--- src/rtl/key_debouncer_if.sv ---
// Keypad line bundle between the raw keypad lines and the key_debouncer.
// Optional edge-pulse signals exist only when KEY_DEBOUNCER_EDGE_OUT_EN is defined.
interface key_debouncer_if;
    logic       raw1_i;
    logic       raw2_i;
    logic       raw3_i;
    logic       raw4_i;
    logic       deb1_o;
    logic       deb2_o;
    logic       deb3_o;
    logic       deb4_o;
`ifdef KEY_DEBOUNCER_EDGE_OUT_EN
    logic [3:0] press_o;
    logic [3:0] release_o;

    modport master (
        output raw1_i, raw2_i, raw3_i, raw4_i,
        input  deb1_o, deb2_o, deb3_o, deb4_o, press_o, release_o
    );
    modport slave (
        input  raw1_i, raw2_i, raw3_i, raw4_i,
        output deb1_o, deb2_o, deb3_o, deb4_o, press_o, release_o
    );
`else
    modport master (
        output raw1_i, raw2_i, raw3_i, raw4_i,
        input  deb1_o, deb2_o, deb3_o, deb4_o
    );
    modport slave (
        input  raw1_i, raw2_i, raw3_i, raw4_i,
        output deb1_o, deb2_o, deb3_o, deb4_o
    );
`endif
endinterface

--- src/rtl/key_debouncer.sv ---
// Four-channel active-low keypad debouncer: 2-FF synchronizer plus stability counter per line.
// Define KEY_DEBOUNCER_EDGE_OUT_EN to add registered one-cycle press_o/release_o pulses.
module key_debouncer #(
    parameter int unsigned STABLE_CYCLES = 100000,
    parameter int unsigned CNT_WIDTH     = 17
) (
    input  logic          clk,
    input  logic          rst_n,
    key_debouncer_if.slave kif
);

    localparam logic [CNT_WIDTH-1:0] CNT_MAX = CNT_WIDTH'(STABLE_CYCLES - 32'd1);

    generate
        if ((STABLE_CYCLES < 32'd1) || (64'(STABLE_CYCLES) > (64'd1 << CNT_WIDTH))) begin : g_bad_cfg
            $error("key_debouncer: STABLE_CYCLES must be in 1 .. 2**CNT_WIDTH");
        end
    endgenerate

    logic [3:0]           raw_s;
    logic [3:0]           sync0_q;
    logic [3:0]           sync_q;
    logic [3:0]           deb_q;
    logic [3:0]           deb_d;
    logic [CNT_WIDTH-1:0] cnt_q [4];
    logic [CNT_WIDTH-1:0] cnt_d [4];
`ifdef KEY_DEBOUNCER_EDGE_OUT_EN
    logic [3:0]           press_q;
    logic [3:0]           release_q;
`endif

    assign raw_s = {kif.raw4_i, kif.raw3_i, kif.raw2_i, kif.raw1_i};

    // Per-channel qualification: any agreement between sync and output restarts the count.
    always_comb begin
        deb_d = deb_q;
        for (int i = 0; i < 4; i++) begin
            cnt_d[i] = '0;
            if (sync_q[i] == deb_q[i]) begin
                cnt_d[i] = '0;
            end else if (cnt_q[i] == CNT_MAX) begin
                deb_d[i] = sync_q[i];
                cnt_d[i] = '0;
            end else begin
                cnt_d[i] = cnt_q[i] + CNT_WIDTH'(1);
            end
        end
    end

    // State registers with synchronous active-low reset to the idle (released) level.
    always_ff @(posedge clk) begin
        if (!rst_n) begin
            sync0_q <= 4'b1111;
            sync_q  <= 4'b1111;
            deb_q   <= 4'b1111;
            for (int i = 0; i < 4; i++) begin
                cnt_q[i] <= '0;
            end
`ifdef KEY_DEBOUNCER_EDGE_OUT_EN
            press_q   <= 4'b0000;
            release_q <= 4'b0000;
`endif
        end else begin
            sync0_q <= raw_s;
            sync_q  <= sync0_q;
            deb_q   <= deb_d;
            for (int i = 0; i < 4; i++) begin
                cnt_q[i] <= cnt_d[i];
            end
`ifdef KEY_DEBOUNCER_EDGE_OUT_EN
            press_q   <= deb_q & ~deb_d;
            release_q <= ~deb_q & deb_d;
`endif
        end
    end

    assign kif.deb1_o = deb_q[0];
    assign kif.deb2_o = deb_q[1];
    assign kif.deb3_o = deb_q[2];
    assign kif.deb4_o = deb_q[3];
`ifdef KEY_DEBOUNCER_EDGE_OUT_EN
    assign kif.press_o   = press_q;
    assign kif.release_o = release_q;
`endif

endmodule

--- src/flat_wrapper.sv ---
// flat-port wrapper written by rule: the top's interface ports become plain ports
module key_debouncer_flat 
#(
    parameter int unsigned STABLE_CYCLES = 100000,
    parameter int unsigned CNT_WIDTH     = 17
)
  (clk, rst_n, kif_raw1_i, kif_raw2_i, kif_raw3_i, kif_raw4_i, kif_deb1_o, kif_deb2_o, kif_deb3_o, kif_deb4_o);
  key_debouncer_if kif_i ();
  input  logic clk;
  input  logic rst_n;
  input wire logic [$bits(kif_i.raw1_i)-1:0] kif_raw1_i;
  input wire logic [$bits(kif_i.raw2_i)-1:0] kif_raw2_i;
  input wire logic [$bits(kif_i.raw3_i)-1:0] kif_raw3_i;
  input wire logic [$bits(kif_i.raw4_i)-1:0] kif_raw4_i;
  output wire logic [$bits(kif_i.deb1_o)-1:0] kif_deb1_o;
  output wire logic [$bits(kif_i.deb2_o)-1:0] kif_deb2_o;
  output wire logic [$bits(kif_i.deb3_o)-1:0] kif_deb3_o;
  output wire logic [$bits(kif_i.deb4_o)-1:0] kif_deb4_o;
  assign kif_i.raw1_i = kif_raw1_i;
  assign kif_i.raw2_i = kif_raw2_i;
  assign kif_i.raw3_i = kif_raw3_i;
  assign kif_i.raw4_i = kif_raw4_i;
  assign kif_deb1_o = kif_i.deb1_o;
  assign kif_deb2_o = kif_i.deb2_o;
  assign kif_deb3_o = kif_i.deb3_o;
  assign kif_deb4_o = kif_i.deb4_o;
  key_debouncer #(.STABLE_CYCLES(STABLE_CYCLES), .CNT_WIDTH(CNT_WIDTH)) u_core (.clk(clk), .rst_n(rst_n), .kif(kif_i));
endmodule
--- config.mk ---
export PLATFORM = sky130hd
export DESIGN_NAME = key_debouncer_flat
export DESIGN_NICKNAME = d
export VERILOG_FILES = /design/src/rtl/key_debouncer_if.sv /design/src/rtl/key_debouncer.sv /design/src/flat_wrapper.sv
export SDC_FILE = /design/constraint.sdc
export NUM_CORES = 1
export LEC_CHECK = 0
export ABC_AREA = 1
export CAP_MARGIN = 10
export CORE_ASPECT_RATIO = 0.5
export CORE_MARGIN = 2
export CORE_UTILIZATION = 50
export CTS_CLUSTER_SIZE = 16
export DETAILED_ROUTE_END_ITERATION = 12
export PLACE_DENSITY = 0.76
export SYNTH_ARGS = -nofsm -noshare
export SYNTH_HDL_FRONTEND = slang
export SYNTH_SLANG_ARGS = --single-unit
--- constraint.sdc ---
create_clock -name clk -period 1.4 [get_ports clk]
set_input_delay 0.35 -clock clk [delete_from_list [all_inputs] [get_ports clk]]
set_output_delay 0.35 -clock clk [all_outputs]
set_load 0.02 [all_outputs]
* Word level (Yosys, flattened, before mapping) *
Memory sizes are Yosys's and may differ from the RTL's.
Cells that the tools add are included.

storage, ports and cells
  memories kept = 1
  bits of input ports = 6
  register bits after elaboration = 12
  output and inout port bits = 4
  latch bits = 0
  ROM bits = 0
  logic and storage cells = 45
  bits in writable memories = 68

operators by class
  multipliers = 0
  multiplexer cells = 14
  shift-type cells = 0
  reduce and logical (&&, ||, !) cells = 4
  equality and inequality tests = 8
  add/sub/neg operators = 4
  order comparisons = 0
  bitwise logic cells = 8
  divide/modulo/power cells = 0

memories
  name          depth  width  rd ports  clocked after memory_dff  wr ports  RTL line             text
  u_core.cnt_q  4      17     4         0                         4         key_debouncer.sv:25  logic [CNT_WIDTH-1:0] cnt_q [4];

operator list
  operator                 number
  $mux W17                 12
  $add A17 B1 Y17 const B  4
  $eq A17 B17 Y1 const B   4
  $reduce_and A2 Y1        4
  $eq A1 B1 Y1             4
  $not A1 Y1               4
  $or A1 B1 Y1             4
  $mux W1                  2

* Longest topological paths before layout *
  depth in word-level cells = 4
  mapped depth = 9
  depth with buffers taken out = 9

* Least setup slack after synthesis *
OpenSTA, ideal clock, no wires.

  kind = reg-to-reg
  start point = mem u_core.cnt_q[3][0], in the netlist u_core.cnt_q[0][51]
  end point = mem u_core.cnt_q[3][8], in the netlist u_core.cnt_q[0][59]
  path slack = 0.058 ns
  path buffers = 1
  required time = 1.285 ns
  library setup time = 0.115 ns
  cell stages (with the launch flop) = 8
  period minus slack after synthesis = 1.342 ns
  arrival time = 1.227 ns
  cells stage by stage = dfxtp_1 > ha_1 > nand3_2 > nor2_2 > nand3_2 > nand2_2 > buf_8 > nor2_2

RTL lines
  item         RTL line
  from (decl)  key_debouncer.sv:25

==> flow_metrics.tcl <==
set metrics [dict create \
    status "complete, no violations" \
    finalCriticalPeriod_ns 1.38 \
    dp_cells 726 \
    hp-class "reg2reg" \
    grt_antenna_before_repair 0 \
    clockBufferDepth 2 \
    clk_latency_ns 0.34 \
    end_kind "flop" \
    dr.pass1.iters 5 \
    fp.dieW_um 134 \
    worst_slew_pin_slew_ns 0.330 \
    r2r_cells 8 \
    syn_area_sq_um 4210 \
    rows 23 \
    ant_nets 0 \
    crit_chain "ha_4 > nand2_4 > nor2_4 > buf_6 > nand3b_4 > nand2_4 > buf_12 > nor2_1" \
    syn_inst 585 \
    path_clk_slew_ns 0.06 \
    initial_core_util_pct 52.1 \
    maxSlewViolCount 0 \
    crit_path_start_kind "flop" \
    areaGrowthSynthToFinish_pct 20.0 \
    relSlewSlack_pct 77.9 \
    grt_max_degree 18 \
    pre_cts_ws_ns -0.283 \
    leakagePower_nw 1.75 \
    postLayoutCoreUtil_pct 62.5 \
    crit_slowest_cell "dfxtp_2" \
    reg2reg_from "u_core.cnt_q[0][35]" \
    drt_iter0_drc 262 \
    period_share_pct 98.5 \
    grtUsageTotal_pct 19.2 \
    layout.nets 644 \
    place.gp.congestion 0.854 \
    avgSynthCellArea_sq_um 7.20 \
    rsz0062_at_grt "yes" \
    grt_pass1_vias 3269 \
    max_freq_mhz 725 \
    io_pins 10 \
    crit_fanout 8 \
    met2_wirelength_um 3920 \
    rr_endpoint "u_core.cnt_q[0][45]" \
    crit_arrival_ns 1.61 \
    cp_common_cell "nand2_4" \
    rrSetupSlack_ns 0.02 \
    gr-total-overflow 0 \
    hold_violations 0 \
    port_buffers 9 \
    synth_warnings 0 \
    instances_no_fill 750 \
    core_area_sq_um 8090 \
    die_h_um 68.9 \
    grt_pass1_wl_um 13900 \
    drive_gt1_share_pct 21.6 \
    hold_buffers 0 \
    vias 3620 \
    fillers 729 \
    crit_end "u_core.cnt_q[0][45]" \
    crit_type "reg2reg" \
    cp_data_required_time_ns 1.63 \
    synth_nets 595 \
    wirelength_um 8220 \
    h-tree-depth 3 \
    synth_area_leaders "dfxtp_1 (38%), nand2_1 (13%), nor2_1 (10%)" \
    route.detailed.drc 0 \
    synthDominantCellAreaShare_pct 38.0 \
    yosysUniqueCellTypes 31 \
    dr_wl_met3_um 308 \
    clkSinkCount 80 \
    wl_met1_um 3860 \
    antenna-diode-count 0 \
    root_buffer "clkbuf_16" \
    peakVddDrop_uv 586 \
    ys_seq_elements 80 \
    cts_tree "yes" \
    cp-startpoint "u_core.cnt_q[0][35]" \
    hold_ws_ns 0.418 \
    finalClockSkew_ns 0.00704 \
    yosys.area.top_type "dfxtp_1" \
    slowest_delay_ns 0.35 \
    cts_made_buffers 9 \
    fp.dieArea_sq_um 9220 \
    routedWlPerCell_um 11.0 \
    cap_violations 0 \
    final-setup-viol-count 0 \
    p_per_area_nw_per_um2 887 \
    totalPowerFinal_mw 4.48 \
    seq_area_frac_synth_pct 38.0 \
    setup_ws_ns 0.0207 \
    dpl.hpwl_um 5730 \
    dr.max_layer_used "met4" \
    via_per_inst 4.83 \
]
==> Yosys cell counts (all sizes together) <==
master,count
nand3b,5
o21ai,10
xnor2,7
nor2,152
or2,10
xor2,26
nor3,3
nand3,42
ha,4
nand2,151
inv,65
dfxtp,80
buf,5
nor3b,1
a21oi,8
nand4,12
o21bai,2
clkinv,2
==> per-stage QoR <==
step / setup TNS, ns / area (sq um)
detailed placement: -15.41 / 4610
global route: -1.18 / 5050
global placement: -12.82 / 4610
CTS: 0 / 4880
finish: 0 / 5050
floorplan: 0 / 4210
==> sequential cells by signal, indices dropped and copies added (netlist names) <==
register	flops
u_core.sync_q	4
u_core.sync0_q	4
u_core.cnt_q	68
u_core.deb_q	4
==> power by group <==
group | leakage, nW | internal (mW) | total, mW | switching, mW
clock network | 0.125 | 1.18 | 2.07 | 0.888
logic | 0.978 | 0.0563 | 0.112 | 0.0559
registers | 0.651 | 2.29 | 2.30 | 0.00802
total | 1.75 | 3.53 | 4.48 | 0.952
==> cell type report <==
class | instances | area [sq um] | share of cell area [%]
Sequential cell | 80 | 1610 | 31.9
Inverter | 67 | 254 | 5.03
Timing Repair Buffer | 42 | 394 | 7.80
Tap cell | 112 | 140 | 2.77
Clock buffer | 11 | 233 | 4.61
Clock inverter | 4 | 22.5 | 0.446
Multi-Input combinational cell | 434 | 2400 | 47.4
==> cell usage in the layout, fill, tap and decap left out, drive strengths merged <==
cell           count
dfxtp             80
o21bai             2
nor3b              1
xor2              26
clkinv             5
inv               65
a21oi              8
or2               10
clkbuf            13
nor2             152
clkinvlp           1
nand3             42
ha                 4
nand2            152
nand3b             5
clkdlybuf4s15      2
xnor2              7
nor3               3
o21ai             10
clkdlybuf4s50      5
buf               33
nand4             12
==> cell families (layout without fill, tap and decap cells) <==
group,Yosys count,in the layout,share of synthesized area (%)
simple gates,376,377,43.4
flops,80,80,38.0
buf+inv,72,124,7.88
xor+xnor,33,33,6.86
compound gates,20,20,2.67
fa+ha+maj,4,4,1.19
==> routing by layer <==
metal,vias up,global-route usage [%]
li1,1897,-
met3,11,5.99
met4,0,8.38
met1,1668,22.9
met2,44,33.1
met5,-,0
==> critical path, delay by kind of cell, from the launching register on <==
family | cells | cell delay, ns
AND/OR/NAND/NOR | 5 | 0.46
flip-flops | 1 | 0.35
buffers and inverters | 2 | 0.28
adder cells (fa/ha/maj) | 1 | 0.16
==> worst min path at each step <==
stage / to / depth (start not counted) / slack, ns / from
detailed placement: u_core.sync_q[2] / 1 / 0.41 / u_core.sync0_q[2]
global route: u_core.sync_q[2] / 1 / 0.43 / u_core.sync0_q[2]
CTS: u_core.sync_q[2] / 1 / 0.42 / u_core.sync0_q[2]
global placement: u_core.sync_q[2] / 1 / 0.40 / u_core.sync0_q[2]
floorplan: u_core.sync_q[0] / 1 / 0.39 / u_core.sync0_q[0]
finish: u_core.sync_q[2] / 1 / 0.42 / u_core.sync0_q[2]
==> repair_timing <==
item	in CTS	in global routing
pin swaps	1	12
buffers inserted	1	7
cloned	0	1
gates resized for setup	7	41
setup endpoints to repair	12	71
Note: power is estimated with default switching activity, not from simulation.
